### src/rtl/booth_seq_divider_pkg.sv
// Shared types and constants for the sequential restoring divider.
// Build option: define BOOTH_DIV_SAT_EN to saturate the MIN/-1 quotient instead of wrapping.
package booth_div_pkg;

  localparam int DIV_WIDTH = 8;

  typedef enum logic [1:0] {
    IDLE,
    ITER,
    FIX,
    DONE
  } div_state_e;

  // Counter must be able to hold the value WIDTH itself.
  function automatic int cnt_width(input int w);
    return $clog2(w + 1);
  endfunction

  localparam logic [DIV_WIDTH-1:0] DIV_MAX = {1'b0, {(DIV_WIDTH-1){1'b1}}};
  localparam logic [DIV_WIDTH-1:0] DIV_MIN = {1'b1, {(DIV_WIDTH-1){1'b0}}};

endpackage

### src/rtl/booth_seq_divider_if.sv
// Start/done handshake and operand/result bus between the conv-layer controller and the divider.
interface booth_seq_divider_if
  import booth_div_pkg::*;
#(
  parameter int WIDTH = DIV_WIDTH
);

  logic             start;
  logic [WIDTH-1:0] dividend;
  logic [WIDTH-1:0] divisor;
  logic             busy;
  logic             done;
  logic [WIDTH-1:0] quotient;
  logic [WIDTH-1:0] remainder;
  logic             div_by_zero;
  logic             overflow;

  modport master (
    output start, dividend, divisor,
    input  busy, done, quotient, remainder, div_by_zero, overflow
  );

  modport slave (
    input  start, dividend, divisor,
    output busy, done, quotient, remainder, div_by_zero, overflow
  );

endinterface

### src/rtl/booth_seq_divider_substep.sv
// One combinational restoring-division step on magnitudes: shift in a dividend bit, trial-subtract.
module booth_div_substep #(
  parameter int WIDTH = 8
) (
  input  logic [WIDTH-1:0] rem_in,
  input  logic             bit_in,
  input  logic [WIDTH:0]   divisor_mag,
  output logic [WIDTH-1:0] rem_out,
  output logic             q_bit
);

  logic [WIDTH:0]   shifted;
  logic [WIDTH+1:0] trial;
  logic             unused_top_bits;

  assign shifted = {rem_in, bit_in};
  assign trial   = {1'b0, shifted} - {1'b0, divisor_mag};
  assign q_bit   = ~trial[WIDTH+1];

  // The kept remainder is always below |divisor| <= 2^(WIDTH-1), so the top bit is never needed.
  assign rem_out = q_bit ? trial[WIDTH-1:0] : shifted[WIDTH-1:0];

  assign unused_top_bits = trial[WIDTH] ^ shifted[WIDTH];

endmodule

### src/rtl/booth_seq_divider.sv
// Sequential signed restoring divider, one quotient bit per clock, start/done handshake.
// Build option: BOOTH_DIV_SAT_EN saturates the MIN/-1 quotient to MAX (otherwise wraps to MIN).
module booth_seq_divider
  import booth_div_pkg::*;
#(
  parameter int WIDTH = DIV_WIDTH
) (
  input logic                clk,
  input logic                rst_n,
  booth_seq_divider_if.slave bus
);

  localparam int CNT_W = cnt_width(WIDTH);
  localparam logic [WIDTH-1:0] Q_MAX = {1'b0, {(WIDTH-1){1'b1}}};
  localparam logic [WIDTH-1:0] Q_MIN = {1'b1, {(WIDTH-1){1'b0}}};
`ifdef BOOTH_DIV_SAT_EN
  localparam logic [WIDTH-1:0] OVF_QUOT = Q_MAX;
`else
  localparam logic [WIDTH-1:0] OVF_QUOT = Q_MIN;
`endif

  div_state_e       state;
  logic [CNT_W-1:0] cnt;
  logic [WIDTH-1:0] dvd_mag;
  logic [WIDTH:0]   dvs_mag;
  logic             dvd_neg;
  logic             dvs_neg;
  logic             dz_pend;
  logic             ov_pend;
  logic [WIDTH-1:0] rem_part;
  logic [WIDTH-1:0] quo;

  logic             busy_q;
  logic             done_q;
  logic [WIDTH-1:0] quot_q;
  logic [WIDTH-1:0] rem_q;
  logic             dz_q;
  logic             ov_q;

  logic [WIDTH-1:0] rem_next;
  logic             q_bit;
  logic [WIDTH-1:0] in_dvd_mag;
  logic [WIDTH-1:0] in_dvs_mag;

  // |MIN| is 2^(WIDTH-1), which still fits as an unsigned WIDTH-bit magnitude.
  assign in_dvd_mag = bus.dividend[WIDTH-1] ? -bus.dividend : bus.dividend;
  assign in_dvs_mag = bus.divisor[WIDTH-1]  ? -bus.divisor  : bus.divisor;

  booth_div_substep #(.WIDTH(WIDTH)) u_substep (
    .rem_in      (rem_part),
    .bit_in      (dvd_mag[WIDTH-1]),
    .divisor_mag (dvs_mag),
    .rem_out     (rem_next),
    .q_bit       (q_bit)
  );

  always_ff @(posedge clk or negedge rst_n) begin
    if (!rst_n) begin
      state    <= IDLE;
      cnt      <= '0;
      dvd_mag  <= '0;
      dvs_mag  <= '0;
      dvd_neg  <= 1'b0;
      dvs_neg  <= 1'b0;
      dz_pend  <= 1'b0;
      ov_pend  <= 1'b0;
      rem_part <= '0;
      quo      <= '0;
      busy_q   <= 1'b0;
      done_q   <= 1'b0;
      quot_q   <= '0;
      rem_q    <= '0;
      dz_q     <= 1'b0;
      ov_q     <= 1'b0;
    end else begin
      done_q <= 1'b0;
      case (state)
        IDLE: begin
          if (bus.start) begin
            dvd_mag  <= in_dvd_mag;
            dvs_mag  <= {1'b0, in_dvs_mag};
            dvd_neg  <= bus.dividend[WIDTH-1];
            dvs_neg  <= bus.divisor[WIDTH-1];
            dz_pend  <= (bus.divisor == '0);
            ov_pend  <= (bus.dividend == Q_MIN) && (bus.divisor == '1);
            cnt      <= '0;
            rem_part <= '0;
            quo      <= '0;
            busy_q   <= 1'b1;
            state    <= (bus.divisor == '0) ? FIX : ITER;
          end
        end
        ITER: begin
          rem_part <= rem_next;
          quo      <= {quo[WIDTH-2:0], q_bit};
          dvd_mag  <= {dvd_mag[WIDTH-2:0], 1'b0};
          cnt      <= cnt + 1'b1;
          if (cnt == CNT_W'(WIDTH - 1)) begin
            state <= FIX;
          end
        end
        FIX: begin
          // Divide-by-zero never ran ITER, so dvd_mag still holds the untouched magnitude.
          if (dz_pend) begin
            quot_q <= '1;
            rem_q  <= dvd_neg ? -dvd_mag : dvd_mag;
            dz_q   <= 1'b1;
            ov_q   <= 1'b0;
          end else if (ov_pend) begin
            quot_q <= OVF_QUOT;
            rem_q  <= '0;
            dz_q   <= 1'b0;
            ov_q   <= 1'b1;
          end else begin
            quot_q <= (dvd_neg ^ dvs_neg) ? -quo : quo;
            rem_q  <= dvd_neg ? -rem_part : rem_part;
            dz_q   <= 1'b0;
            ov_q   <= 1'b0;
          end
          state <= DONE;
        end
        DONE: begin
          done_q <= 1'b1;
          busy_q <= 1'b0;
          state  <= IDLE;
        end
        default: state <= IDLE;
      endcase
    end
  end

  assign bus.busy        = busy_q;
  assign bus.done        = done_q;
  assign bus.quotient    = quot_q;
  assign bus.remainder   = rem_q;
  assign bus.div_by_zero = dz_q;
  assign bus.overflow    = ov_q;

endmodule

### src/flat_wrapper.sv
// flat-port wrapper written by rule: the top's interface ports become plain ports
module booth_seq_divider_flat import booth_div_pkg::*;
#(
  parameter int WIDTH = DIV_WIDTH
)
  (clk, rst_n, bus_start, bus_dividend, bus_divisor, bus_busy, bus_done, bus_quotient, bus_remainder, bus_div_by_zero, bus_overflow);
  booth_seq_divider_if #(.WIDTH(WIDTH)) bus_i ();
  input logic clk;
  input logic rst_n;
  input wire logic [$bits(bus_i.start)-1:0] bus_start;
  input wire logic [$bits(bus_i.dividend)-1:0] bus_dividend;
  input wire logic [$bits(bus_i.divisor)-1:0] bus_divisor;
  output wire logic [$bits(bus_i.busy)-1:0] bus_busy;
  output wire logic [$bits(bus_i.done)-1:0] bus_done;
  output wire logic [$bits(bus_i.quotient)-1:0] bus_quotient;
  output wire logic [$bits(bus_i.remainder)-1:0] bus_remainder;
  output wire logic [$bits(bus_i.div_by_zero)-1:0] bus_div_by_zero;
  output wire logic [$bits(bus_i.overflow)-1:0] bus_overflow;
  assign bus_i.start = bus_start;
  assign bus_i.dividend = bus_dividend;
  assign bus_i.divisor = bus_divisor;
  assign bus_busy = bus_i.busy;
  assign bus_done = bus_i.done;
  assign bus_quotient = bus_i.quotient;
  assign bus_remainder = bus_i.remainder;
  assign bus_div_by_zero = bus_i.div_by_zero;
  assign bus_overflow = bus_i.overflow;
  booth_seq_divider #(.WIDTH(WIDTH)) u_core (.clk(clk), .rst_n(rst_n), .bus(bus_i));
endmodule
### config.mk
export PLATFORM = sky130hd
export DESIGN_NAME = booth_seq_divider_flat
export DESIGN_NICKNAME = d
export VERILOG_FILES = /design/src/rtl/booth_seq_divider_pkg.sv /design/src/rtl/booth_seq_divider_if.sv /design/src/rtl/booth_seq_divider_substep.sv /design/src/rtl/booth_seq_divider.sv /design/src/flat_wrapper.sv
export SDC_FILE = /design/constraint.sdc
export NUM_CORES = 1
export LEC_CHECK = 0
export BUFFER_PORTS_ARGS = -buffer_cell sky130_fd_sc_hd__buf_2
export CAP_MARGIN = 20
export CORE_ASPECT_RATIO = 0.6
export CORE_UTILIZATION = 39
export CTS_CLUSTER_SIZE = 25
export DETAILED_ROUTE_END_ITERATION = 6
export PLACE_DENSITY = 0.66
export SETUP_SLACK_MARGIN = 0.3
export SYNTH_ARGS = -nofsm -noshare
export SYNTH_HDL_FRONTEND = slang
export SYNTH_SLANG_ARGS = --single-unit
export TNS_END_PERCENT = 10
### constraint.sdc
create_clock -name clk -period 2.69 [get_ports clk]
set_clock_uncertainty 0.05 [all_clocks]
set_input_delay 0.538 -clock clk [delete_from_list [all_inputs] [get_ports clk]]
set_output_delay 0.538 -clock clk [all_outputs]
set_load 0.1 [all_outputs]
== Word level (Yosys, flattened, before mapping) ==
Index checks and enable logic that the tools add are counted.

* Register bits after elaboration: 62
* Logic and storage cells: 69

* Add/sub/neg operators: 7
* Equal/unequal tests: 8
* Reduce and logical (&&, ||, !) cells: 9
* Multiplexer cells: 27
* Bitwise logic cells: 2

{| class="wikitable"
|+ Operators by type and width
! kind !! count
|-
| $mux W8 || 12
|-
| $pmux W8 S2 || 3
|-
| $neg A8 Y8 || 5
|-
| $eq A8 B8 Y1 const B || 2
|-
| $sub A9 B8 Y10 || 1
|-
| $logic_not A8 Y1 || 1
|-
| $pmux W2 S4 || 1
|-
| $pmux W4 S2 || 1
|-
| $reduce_and A2 Y1 || 4
|-
| $mux W2 || 3
|-
| $mux W1 || 5
|-
| $add A4 B1 Y4 const B || 1
|-
| $eq A2 B2 Y1 const B || 2
|-
| $eq A4 B3 Y1 const B || 1
|-
| $mux W4 || 1
|-
| $reduce_bool A2 Y1 || 2
|-
| $eq A2 B1 Y1 const B || 1
|-
| $logic_not A2 Y1 || 1
|-
| $ne A2 B1 Y1 const B || 1
|-
| $ne A2 B2 Y1 const B || 1
|-
| $pmux W1 S2 || 1
|-
| $logic_and A1 B1 Y1 || 1
|-
| $not A1 Y1 || 1
|-
| $xor A1 B1 Y1 || 1
|}

== Longest topological paths before layout ==
Gate-level depths: netlist (run 1).

* Depth after elaboration: 4
* Depth in mapped cells: 9
* Mapped depth without buffers: 9

== Cells and area by module ==
A second synthesis (run 1) with hierarchy kept.

* Cells, all modules: 410
* Area total of the unflattened synthesis: 3832.4 µm²

{| class="wikitable"
|+ Modules (own cells, without submodules)
! module !! cells an instance !! seq. area each (µm²) !! instances !! area each (µm²)
|-
| booth_seq_divider || 349 || 1551.5 || 1 || 3333.2
|-
| booth_div_substep || 61 || 0.0 || 1 || 499.2
|}

== Worst setup path before layout (run 1) ==
OpenSTA, ideal clock, no wires.

* Kind: register -> register
* Start: register u_core.rem_part[3]
* End: register u_core.rem_part[0]
* Setup slack: 0.743 ns
* Period minus slack after synthesis: 1.947 ns
* Arrival: 1.776 ns
* Path buffers: 0
* Data required time: 2.519 ns
* Cell stages (with the launch flop): 7
* Cells stage by stage: dfrtp_1 ha_1 nand4_1 a2111oi_2 nor2_4 mux2i_1 a22o_1

* Longest elaborated chain between the ends: 3

{| class="wikitable"
|+ Ends and longest elaborated chain
! item !! line !! source
|-
| from (decl) || booth_seq_divider.sv:30 || <nowiki>logic [WIDTH-1:0] rem_part;</nowiki>
|-
| from (signal assigned) || booth_seq_divider.sv:94 || <nowiki>rem_part <= rem_next;</nowiki>
|-
| $sub A9 B8 Y10 || booth_seq_divider_substep.sv:17 || <nowiki>assign trial = {1'b0, shifted} - {1'b0, divisor_mag};</nowiki>
|-
| $mux W8 || booth_seq_divider_substep.sv:21 || <nowiki>assign rem_out = q_bit ? trial[WIDTH-1:0] : shifted[WIDTH-1:0];</nowiki>
|-
| $pmux W8 S2 || booth_seq_divider.sv:77 || <nowiki>case (state)</nowiki>
|}

No other way between the ends.
A chain may end at the register's enable or synchronous reset.

== Worst setup path after layout (run 1) ==
* Start: register u_core.rem_part[5]
* End: register u_core.rem_part[7]

Same word-level chain as after synthesis.

==> summary.md, run 1 <==
| Metric | Value |
|---|---|
| I/O pin count | `39` |
| Final hold violations | `0` |
| Met2 WL post-DR | `3.35 mm` |
| Critical Path End Type | `register` |
| Crit path max-delay family | `compound AO/OA/AOI/OAI gates` |
| Sink Count | `62` |
| Drt total wl | `9.04 mm` |
| CTS tree | `built` |
| Critical Path AT | `2.35 ns` |
| Slew @ Worst Pin | `0.743 ns` |
| Commonest non-fill, non-tap cell in the layout | `dfrtp_1` |
| Minimum clock period | `2.21 ns` |
| Avg Cell Area, Syn | `8.99 um2` |
| Largest cells by area after synthesis | `dfrtp_1, ha_1, nand2_1` |
| Slew Limit Fails | `0` |
| Synthesized flop and latch total | `62` |
| H-Tree Depth | `3` |
| Setup CP Type | `register to register` |
| Commonest cells after routing, fill and taps aside | `dfrtp_1, nand2_1, buf_2` |
| CTS Buf Count | `9` |
| Final ANT Viol Nets | `0` |
| Seq/Total Area, Yosys | `40.5%` |
| Initial detailed-routing violation count | `213` |
| Hold crit path type | `primary input to asynchronous set/reset pin` |
| Max-Cap Viols | `0` |
| Largest net degree at the start of global routing | `37` |
| RR Startpoint | `u_core.rem_part[5]` |
| Number of enable flip-flop cells after synthesis | `0` |
| Largest area contributor in the netlist | `dfrtp_1` |
| All-Layer GR Usage | `19.4%` |
| Netlist cell types | `46` |
| Cell Area, Synth | `0.00383 mm2` |
| Final HPWL DP | `6.76 mm` |
| M1 WL | `4.99 mm` |
| Initial Util | `40.9%` |
| First-pass GRT wire length | `14.9 mm` |
| Worst stage delay on the critical path | `0.50 ns` |
| Critical Path Most Common Cell | `o21ai_0` |
| Pre-antenna DRT Iters | `4` |
| Req. time, crit path | `2.83 ns` |
| Outcome | `finished, final reports clean` |
| Crit share post-route | `82.1%` |
| Clock Pin Slew Worst Setup and Hold Paths | `0.05 ns` |
| Gr ovfl total | `0` |
| Area after DPL | `0.00414 mm2` |
| Port-buffer cells | `38` |
| Startpoint Class | `register` |
| Final Setup Violations | `0` |
| Clock latency at the later pin of the worst-skew pair | `0.34 ns` |
| Root Buffer | `clkbuf_16` |
| DIE WIDTH | `130 um` |
| Worst Setup SP | `u_core.rem_part[5]` |
| RSZ-0062 raised after global routing | `no` |
| Length of routed met3 wiring | `609 um` |
| Die area | `0.0102 mm2` |
| Synthesis-to-finish area growth | `16.1%` |
| Net Count, Synth | `465` |
| Core Box Area | `0.00936 mm2` |
| RD Place Congestion | `0.868` |
| Post-synth ARST share | `100%` |
| Vias | `3,200` |
| Site Rows | `27` |
| Fraction of layout instances using a drive strength above 1 | `16.0%` |
| Synth top area share | `40.5%` |
| Via density | `5.34` |
| Antenna violations before repair | `0` |
| Total negative setup slack | `0 ns` |
| Crit-path cells | `ha_1 -> a21oi_2 -> o221ai_1 -> o21ai_0 -> o21ai_0` |
| Post-route cell area | `0.00445 mm2` |
| Ys Warns | `0` |
| Crit path max fanout | `5` |
| Hold-fix buffers, CTS | `0` |
| Nets | `503` |
| F_max | `0.453 GHz` |
| CTS Buffer Depth | `2` |
| WL per Instance | `15.1 um` |
| Die height | `78.8 um` |
| Max Used Layer | `met4` |
| Slew HR | `50.1%` |
| Synthesized instance count | `426` |
| Slowest-stage cell, CP | `o21ai_0` |
| Vias in the first global route | `2,858` |
| Drc violations | `0` |
| Bufs and invs on worst path | `0` |
| Ant. Diodes | `0` |
| Main synth FF type | `dfrtp_1` |
## kinds of logic after synthesis
kind of cell,count (synthesis),share of synthesized area (%)
buffers and inverters,50,6.24
XOR/XNOR,32,7.32
multiplexers,15,4.05
adder cells (fa/ha/maj),20,6.73
AND/OR/NAND/NOR,127,15.2
AO/OA/AOI/OAI,120,20.0
flip-flops,62,40.5
## area by class of cell
| cell class | count | area, um2 |
|---|---|---|
| Clock buffer | 11 | 243 |
| Clock inverter | 5 | 58.8 |
| Fill cell | 910 | 4910 |
| Inverter | 30 | 113 |
| Multi-Input combinational cell | 314 | 2050 |
| Sequential cell | 62 | 1550 |
| Tap cell | 130 | 163 |
| Timing Repair Buffer | 47 | 270 |
## per-layer routing
metal	global-route usage, %	vias to the layer above
met1	30.3	1508
met4	5.93	0
met3	5.86	7
met5	0	-
li1	-	1571
met2	24.4	114
## cell usage after synthesis (5+ instances only)
| cell type | instances |
|---|---|
| nor2_1 | 34 |
| clkbuf_1 | 13 |
| a22o_1 | 6 |
| xor2_1 | 15 |
| o31ai_1 | 10 |
| o21ai_0 | 37 |
| dfrtp_1 | 62 |
| nand2b_1 | 5 |
| a22oi_1 | 5 |
| ha_1 | 19 |
| a211oi_1 | 5 |
| nand4_1 | 5 |
| a21oi_1 | 35 |
| a31oi_1 | 5 |
| xnor2_1 | 17 |
| nor3_1 | 8 |
| nand2_1 | 52 |
| mux2i_1 | 11 |
| inv_1 | 30 |
## worst paths after layout
| check | end | slack [ns] | cells past startpoint |
|---|---|---|---|
| min in group clk | u_core.dvs_mag[4] | 0.43 | 2 |
| max | u_core.rem_part[7] | 0.48 | 5 |
| max in group asynchronous | u_core.dvs_mag[5] | 1.79 | 2 |
| min reg2reg | u_core.dvs_mag[4] | 0.43 | 2 |
| max reg2reg | u_core.rem_part[7] | 0.48 | 5 |
| min | u_core.bus.remainder[2] | 0.18 | 1 |
## worst reg2reg max path: stages, from the launching register on
cell      delay, ns
dfrtp_1        0.44
ha_1           0.41
a21oi_2        0.27
o221ai_1       0.23
o21ai_0        0.50
o21ai_0        0.17
## sequential cells by signal, summed over array words and instances (netlist names)
| signal | count |
|---|---|
| u_core.dvs_neg | 1 |
| u_core.dvd_mag | 8 |
| u_core.bus.div_by_zero | 1 |
| u_core.bus.done | 1 |
| u_core.state | 2 |
| u_core.rem_part | 8 |
| u_core.cnt | 4 |
| u_core.bus.busy | 1 |
| u_core.dz_pend | 1 |
| u_core.bus.overflow | 1 |
| u_core.ov_pend | 1 |
| u_core.quo | 8 |
| u_core.dvs_mag | 8 |
| u_core.bus.quotient | 8 |
| u_core.dvd_neg | 1 |
| u_core.bus.remainder | 8 |
## through the flow
step	util [%]	hold slack, ns	std cells	setup slack [ns]
final	47.5	0.183	599	0.481
after global routing	47.5	0.229	599	0.341
after CTS	47.5	0.194	599	0.518
after detailed placement	44.2	0.426	583	0.521
after global placement	44.2	0.416	583	0.574
after floorplan	-	0.192	426	0.743
## timing repair
item / in CTS / in global routing
buffers inserted: 0 / 0
setup endpoints to repair: 0 / 1
gates resized for setup: 0 / 1
Power of run 1 is left out: the tool's default activity adds up to more than one toggle a clock period on the data nets, which glitch-free logic cannot reach.
==> inputs of run 2 (changes only) <==
--- a/config.mk
+++ b/config.mk
@@ -5,6 +5,7 @@
 export SDC_FILE = /design/constraint.sdc
 export NUM_CORES = 1
 export LEC_CHECK = 0
+export ABC_AREA = 1
 export BUFFER_PORTS_ARGS = -buffer_cell sky130_fd_sc_hd__buf_2
 export CAP_MARGIN = 20
 export CORE_ASPECT_RATIO = 0.6
==> constraint.sdc (replaced) <==
create_clock -name clk -period 2.3 [get_ports clk]
set_clock_uncertainty 0.05 [all_clocks]
set_input_delay 0.46 -clock clk [delete_from_list [all_inputs] [get_ports clk]]
set_output_delay 0.46 -clock clk [all_outputs]
set_load 0.1 [all_outputs]
==> run 2 against run 1 <==
- clock-buffer cell count unchanged
- cell count up 21%
- first-iteration DRC count up 70%
- cell area up 4.3%
- highest routed layer unchanged
==> summary.md, run 2 <==
| Metric | Value |
|---|---|
| Final HPWL DP | `8.21 mm` |
| Worst stage delay on the critical path | `0.43 ns` |
| Slew Limit Fails | `0` |
| Drc violations | `0` |
| Vias in the first global route | `3,418` |
| Synthesis-to-finish area growth | `17.7%` |
| Root Buffer | `clkbuf_16` |
| Post_cts resized | `1` |
| Ys Warns | `0` |
| Critical Path End Type | `register` |
| Largest cells by area after synthesis | `dfrtp_1, nand2_1, inv_1` |
| Postcts setup bufs | `0` |
| I/O pin count | `39` |
| Top post-synthesis cells by count | `nand2_1, inv_1, dfrtp_1` |
| Main synth FF type | `dfrtp_1` |
| Crit share post-route | `83.7%` |
| F_max | `0.519 GHz` |
| Final hold violations | `0` |
| Largest area contributor in the netlist | `dfrtp_1` |
| Hold crit path type | `primary input to asynchronous set/reset pin` |
| Commonest non-fill, non-tap cell in the layout | `nand2_1` |
| Synthesized instance count | `547` |
| Fraction of layout instances using a drive strength above 1 | `12.7%` |
| Core Box Area | `0.00949 mm2` |
| Slew @ Worst Pin | `0.558 ns` |
| Die height | `79.9 um` |
| Hold-fix buffers, CTS | `0` |
| Most frequent cell after synthesis | `nand2_1` |
| DIE WIDTH | `132 um` |
| Minimum clock period | `1.93 ns` |
| Slowest-stage cell, CP | `dfrtp_1` |
| Largest net degree at the start of global routing | `43` |
| Antenna violations before repair | `0` |
| Die area | `0.0105 mm2` |
| Vias | `3,847` |
| Register area | `0.00155 mm2` |
| Synth top area share | `39.4%` |
| First-pass GRT wire length | `17.6 mm` |
| Sink Count | `62` |
| Avg Cell Area, Syn | `7.20 um2` |
| RSZ-0062 raised after global routing | `yes` |
| Fillers | `962` |
| Port-buffer cells | `38` |
| Clock latency at the later pin of the worst-skew pair | `0.33 ns` |
| CTS Buffer Depth | `2` |
| Total negative setup slack | `0 ns` |
| Outcome | `finished, final reports clean` |
| CTS Buf Count | `9` |
| Critical Path AT | `2.12 ns` |
| Netlist cell types | `34` |
| Final Setup Violations | `0` |
| Area of the multi-input gates | `0.00205 mm2` |
| H-Tree Depth | `3` |
| R2R setup slack | `0.37 ns` |
| RD Place Congestion | `0.911` |
| Seq/Total Area, Yosys | `39.4%` |
| Crit-path cells | `inv_1 -> ha_1 -> nand2_4 -> o21ai_1 -> buf_4 -> a21oi_1 -> nor3_1` |
| Pre-CTS WS | `0.309 ns` |
| Req. time, crit path | `2.50 ns` |
| Nets | `627` |
| Cell Area, Synth | `0.00394 mm2` |
| Pre-antenna DRT Iters | `5` |
| Setup ws final | `0.374 ns` |
| Initial Util | `41.5%` |
| Drt total wl | `10.8 mm` |
| Final non-filler cell total | `722` |
| WL per Instance | `14.9 um` |
| CTS tree | `built` |
| Max-Cap Viols | `0` |
| Number of enable flip-flop cells after synthesis | `0` |
| Initial detailed-routing violation count | `363` |
| Dpl cells | `707` |
| Commonest cells after routing, fill and taps aside | `nand2_1, inv_1, dfrtp_1` |
| Slew HR | `62.8%` |
| Post-synth ARST share | `100%` |
| Clock Pin Slew Worst Setup and Hold Paths | `0.05 ns` |
| Synthesized flop and latch total | `62` |
| Setup CP Type | `register to register` |
| Final ANT Viol Nets | `0` |
| Via density | `5.33` |
| Net Count, Synth | `586` |
| Site Rows | `27` |
| Crit path max fanout | `19` |
| Startpoint Class | `register` |
| Gr ovfl total | `0` |
| Ant. Diodes | `0` |
| All-Layer GR Usage | `21.9%` |
| Final core occ | `48.9%` |
[run 2: changes by cell type in the layout (fill, tap and decap cells not counted), sizes merged, moves of 6 or more]
cell   previous run  this run
nand3             3        56
inv              30        80
xnor2            17         3
nand2            52       154
o21ai            37        46
mux2i            11         0
nand4             5        11
xor2             15         6
o31ai            10         0
nor3              8         2
a21oi            36        30
[run 2: cells by family after synthesis]
| family | synth area share, % |
|---|---|
| xor+xnor | 2.00 |
| buf+inv | 9.53 |
| flops | 39.4 |
| simple gates | 29.0 |
| compound gates | 13.5 |
| fa+ha+maj | 6.54 |
[run 2: final timing paths]
kind | from | endpoint | depth (start not counted)
worst min register to register | u_core.bus.div_by_zero | u_core.bus.div_by_zero | 2
max in group asynchronous | rst_n | u_core.rem_part[2] | 2
worst max-delay path | u_core.state[0] | u_core.cnt[3] | 7
min in group clk | bus_dividend[0] | u_core.dvd_mag[0] | 3
worst max register to register | u_core.state[0] | u_core.cnt[3] | 7
worst min-delay path | rst_n | u_core.bus.quotient[6] | 1
[run 2: layer usage]
layer	global-route usage [%]	routed length, um	vias to the layer above
li1	-	-	1863
met1	34.2	5580	1794
met2	28.7	4040	175
met3	5.65	1050	15
met4	6.05	103	0
met5	0	0	-
[run 2: through the flow]
stage | hold WS (ns) | instance area, um2
floorplan | 0.114 | 3940
global placement | 0.400 | 4280
detailed placement | 0.417 | 4280
CTS | 0.0711 | 4610
global route | 0.0915 | 4640
finish | 0.0664 | 4640
[run 2: critical path: cells and delay by family, from the launching register on]
family,cells,cell delay [ns]
buf+inv,2,0.41
flops,1,0.43
fa+ha+maj,1,0.30
compound gates,2,0.29
simple gates,2,0.36
[run 2: area by class of cell]
cell class	instances	share of cell area (%)
flip-flops and latches	62	33.5
inverters	81	6.64
repair buffers	44	5.34
clock buffers	11	5.45
multi-input cells	390	44.1
clock inverters	4	1.51
well taps	130	3.51
Power of run 2 is left out for the same reason.
==> inputs of run 3 (changes only) <==
--- a/config.mk
+++ b/config.mk
@@ -12,7 +12,7 @@
 export CORE_UTILIZATION = 39
 export CTS_CLUSTER_SIZE = 25
 export DETAILED_ROUTE_END_ITERATION = 6
-export PLACE_DENSITY = 0.66
+export PLACE_DENSITY = 0.68
 export SETUP_SLACK_MARGIN = 0.3
 export SYNTH_ARGS = -nofsm -noshare
 export SYNTH_HDL_FRONTEND = slang
==> constraint.sdc (replaced) <==
create_clock -name clk -period 1.6 [get_ports clk]
set_clock_uncertainty 0.05 [all_clocks]
set_input_delay 0.32 -clock clk [delete_from_list [all_inputs] [get_ports clk]]
set_output_delay 0.32 -clock clk [all_outputs]
set_load 0.1 [all_outputs]
==> run 3 against run 2 <==
- the run now ends with negative setup slack left
- routed wire length is 15% higher
- cell area grew 27%
- global-route usage grew 3.3 points
- fmax rose by 15%
- first-iteration DRC count shrank 4.7%
- utilization up 13 points
- register-to-register slack lost 0.45 ns
- non-clock buffer count is 67 higher
- via count increased by 8.1%
- critical path type unchanged
- critical endpoint is now u_core.rem_part[3]
- largest cell class unchanged
==> summary.md, run 3 (synthesis results as in run 2) <==
| Metric | Value |
|---|---|
| Outcome | `finished, violations left` |
| Failing checks | `negative setup slack` |
| Max-Cap Viols | `0` |
| Critical Path AT | `1.85 ns` |
| Root Buffer | `clkbuf_16` |
| Setup CP Type | `register to register` |
| Synthesis-to-finish area growth | `49.2%` |
| WHS Endpoint | `u_core.dvd_mag[0]` |
| All-Layer GR Usage | `25.3%` |
| First-pass GRT wire length | `20.2 mm` |
| Worst stage delay on the critical path | `0.45 ns` |
| Slew Limit Fails | `0` |
| Drc violations | `0` |
| Drt total wl | `12.4 mm` |
| CTS tree | `built` |
| Initial Util | `41.5%` |
| WL per Instance | `15.7 um` |
| Critical Path End Type | `register` |
| Die area | `0.0105 mm2` |
| Req. time, crit path | `1.77 ns` |
| Startpoint Class | `register` |
| Final Setup Violations | `16` |
| Vias in the first global route | `3,925` |
| Minimum clock period | `1.68 ns` |
| RR Startpoint | `u_core.rem_part[2]` |
| Gr ovfl total | `0` |
| Hold crit path type | `primary input to register` |
| RD Place Congestion | `0.910` |
| Final hold violations | `0` |
| Pre-antenna DRT Iters | `5` |
| H-Tree Depth | `3` |
| Site Rows | `27` |
| CTS Buf Count | `9` |
| Dpl cells | `754` |
| Via density | `5.26` |
| Final non-filler cell total | `791` |
| Die height | `79.9 um` |
| Commonest non-fill, non-tap cell in the layout | `nand2_1` |
| Core Box Area | `0.00949 mm2` |
| Hold Crit Depth | `3` |
| Crit-path cells | `ha_4 -> nand2_4 -> inv_2 -> nand2_2 -> nand2_2 -> nand2_4 -> buf_6 -> nand4_1 -> nand3_1 -> nand2_1` |
| Clock latency at the later pin of the worst-skew pair | `0.33 ns` |
| Reg2Reg Depth | `10` |
| Crit share post-route | `105%` |
| Worst path depth | `10` |
| Fillers | `795` |
| Commonest cells after routing, fill and taps aside | `nand2_1, dfrtp_1, buf_4` |
| RSZ-0062 raised after global routing | `yes` |
| Port-buffer cells | `38` |
| I/O pin count | `39` |
| Final core occ | `61.9%` |
| Vias | `4,158` |
| Final ANT Viol Nets | `0` |
| Clock Pin Slew Worst Setup and Hold Paths | `0.06 ns` |
| DIE WIDTH | `132 um` |
| Crit path max fanout | `4` |
| Min-delay src | `bus_dividend[0]` |
| Area of the multi-input gates | `0.00244 mm2` |
| R2R setup slack | `-0.08 ns` |
| Nets | `696` |
| F_max | `0.596 GHz` |
| Register area | `0.00156 mm2` |
| Slew HR | `72.7%` |
| Ant. Diodes | `0` |
| Fraction of layout instances using a drive strength above 1 | `34.5%` |
| Pre-CTS WS | `-0.439 ns` |
| Slowest-stage cell, CP | `dfrtp_2` |
| Bufs and invs on worst path | `2` |
| Crit path max-delay family | `simple AND/OR/NAND/NOR gates` |
| Sink Count | `62` |
| Antenna violations before repair | `0` |
| CTS Buffer Depth | `2` |
| Slew @ Worst Pin | `0.408 ns` |
| Initial detailed-routing violation count | `346` |
| Setup ws final | `-0.0790 ns` |
| Final HPWL DP | `8.76 mm` |
| Crit Reg-Reg Endpoint | `u_core.rem_part[3]` |
| Largest net degree at the start of global routing | `63` |
-- run 3: cell count changes in the layout (fill, tap and decap cells not counted), sizes merged --
cell         change
buf             +66
nand3            +1
bufinv           -2
clkinv           -1
dlygate4sd3      +1
clkinvlp         +1
clkbuf           +3
-- run 3: metrics by stage --
step	hold WS [ns]	TNS, ns	cell area (um2)
6_report	0.223	-0.521	5880
5_1_grt	0.224	-2.43	5880
4_1_cts	0.215	-0.150	5700
3_5_place_dp	0.305	-6.73	4750
3_3_place_gp	0.302	-5.36	4750
2_1_floorplan	-0.0256	0	4040
-- run 3: how the worst max path moves through the flow --
stage                                    end          startpoint  slack [ns]
after floorplan           u_core.rem_part[4]   u_core.dvd_mag[7]       0.001
after global placement    u_core.rem_part[7]     u_core.state[0]       -0.36
after detailed placement       u_core.quo[3]     u_core.state[0]       -0.44
after CTS                 u_core.rem_part[3]  u_core.rem_part[6]       -0.03
after global routing      u_core.rem_part[3]  u_core.rem_part[2]       -0.14
final                     u_core.rem_part[3]  u_core.rem_part[2]       -0.08
-- run 3: cell type report --
cell class,count,area share [%]
clock buffers,14,4.49
repair inverters,1,0.128
well taps,130,2.77
repair buffers,111,18.9
multi-input cells,391,41.6
flip-flops and latches,62,26.5
clock inverters,1,0.0852
inverters,81,5.49
-- run 3: worst min-delay path, cell delays in order --
cell	delay [ns]
buf_2	0.09
nand2_1	0.06
o21ai_0	0.08
-- run 3: what timing repair did --
action / 4_1_cts / 5_1_grt
setup endpoints to repair: 80 / 81
pin swaps: 41 / 31
cloned: 2 / 0
setup buffers: 15 / 4
endpoints found under the hold margin: 62 / 0
hold buffers: 1 / 0
gates resized for setup: 163 / 45
-- run 3: per-layer routing --
layer	up-vias	GRT usage (%)	part of all wire, %
met4	0	6.40	0.87
met1	1956	36.7	50
met2	176	36.7	41
met3	10	6.79	8.1
li1	2016	-	-
met5	-	0	0
Power of run 3 is left out for the same reason.
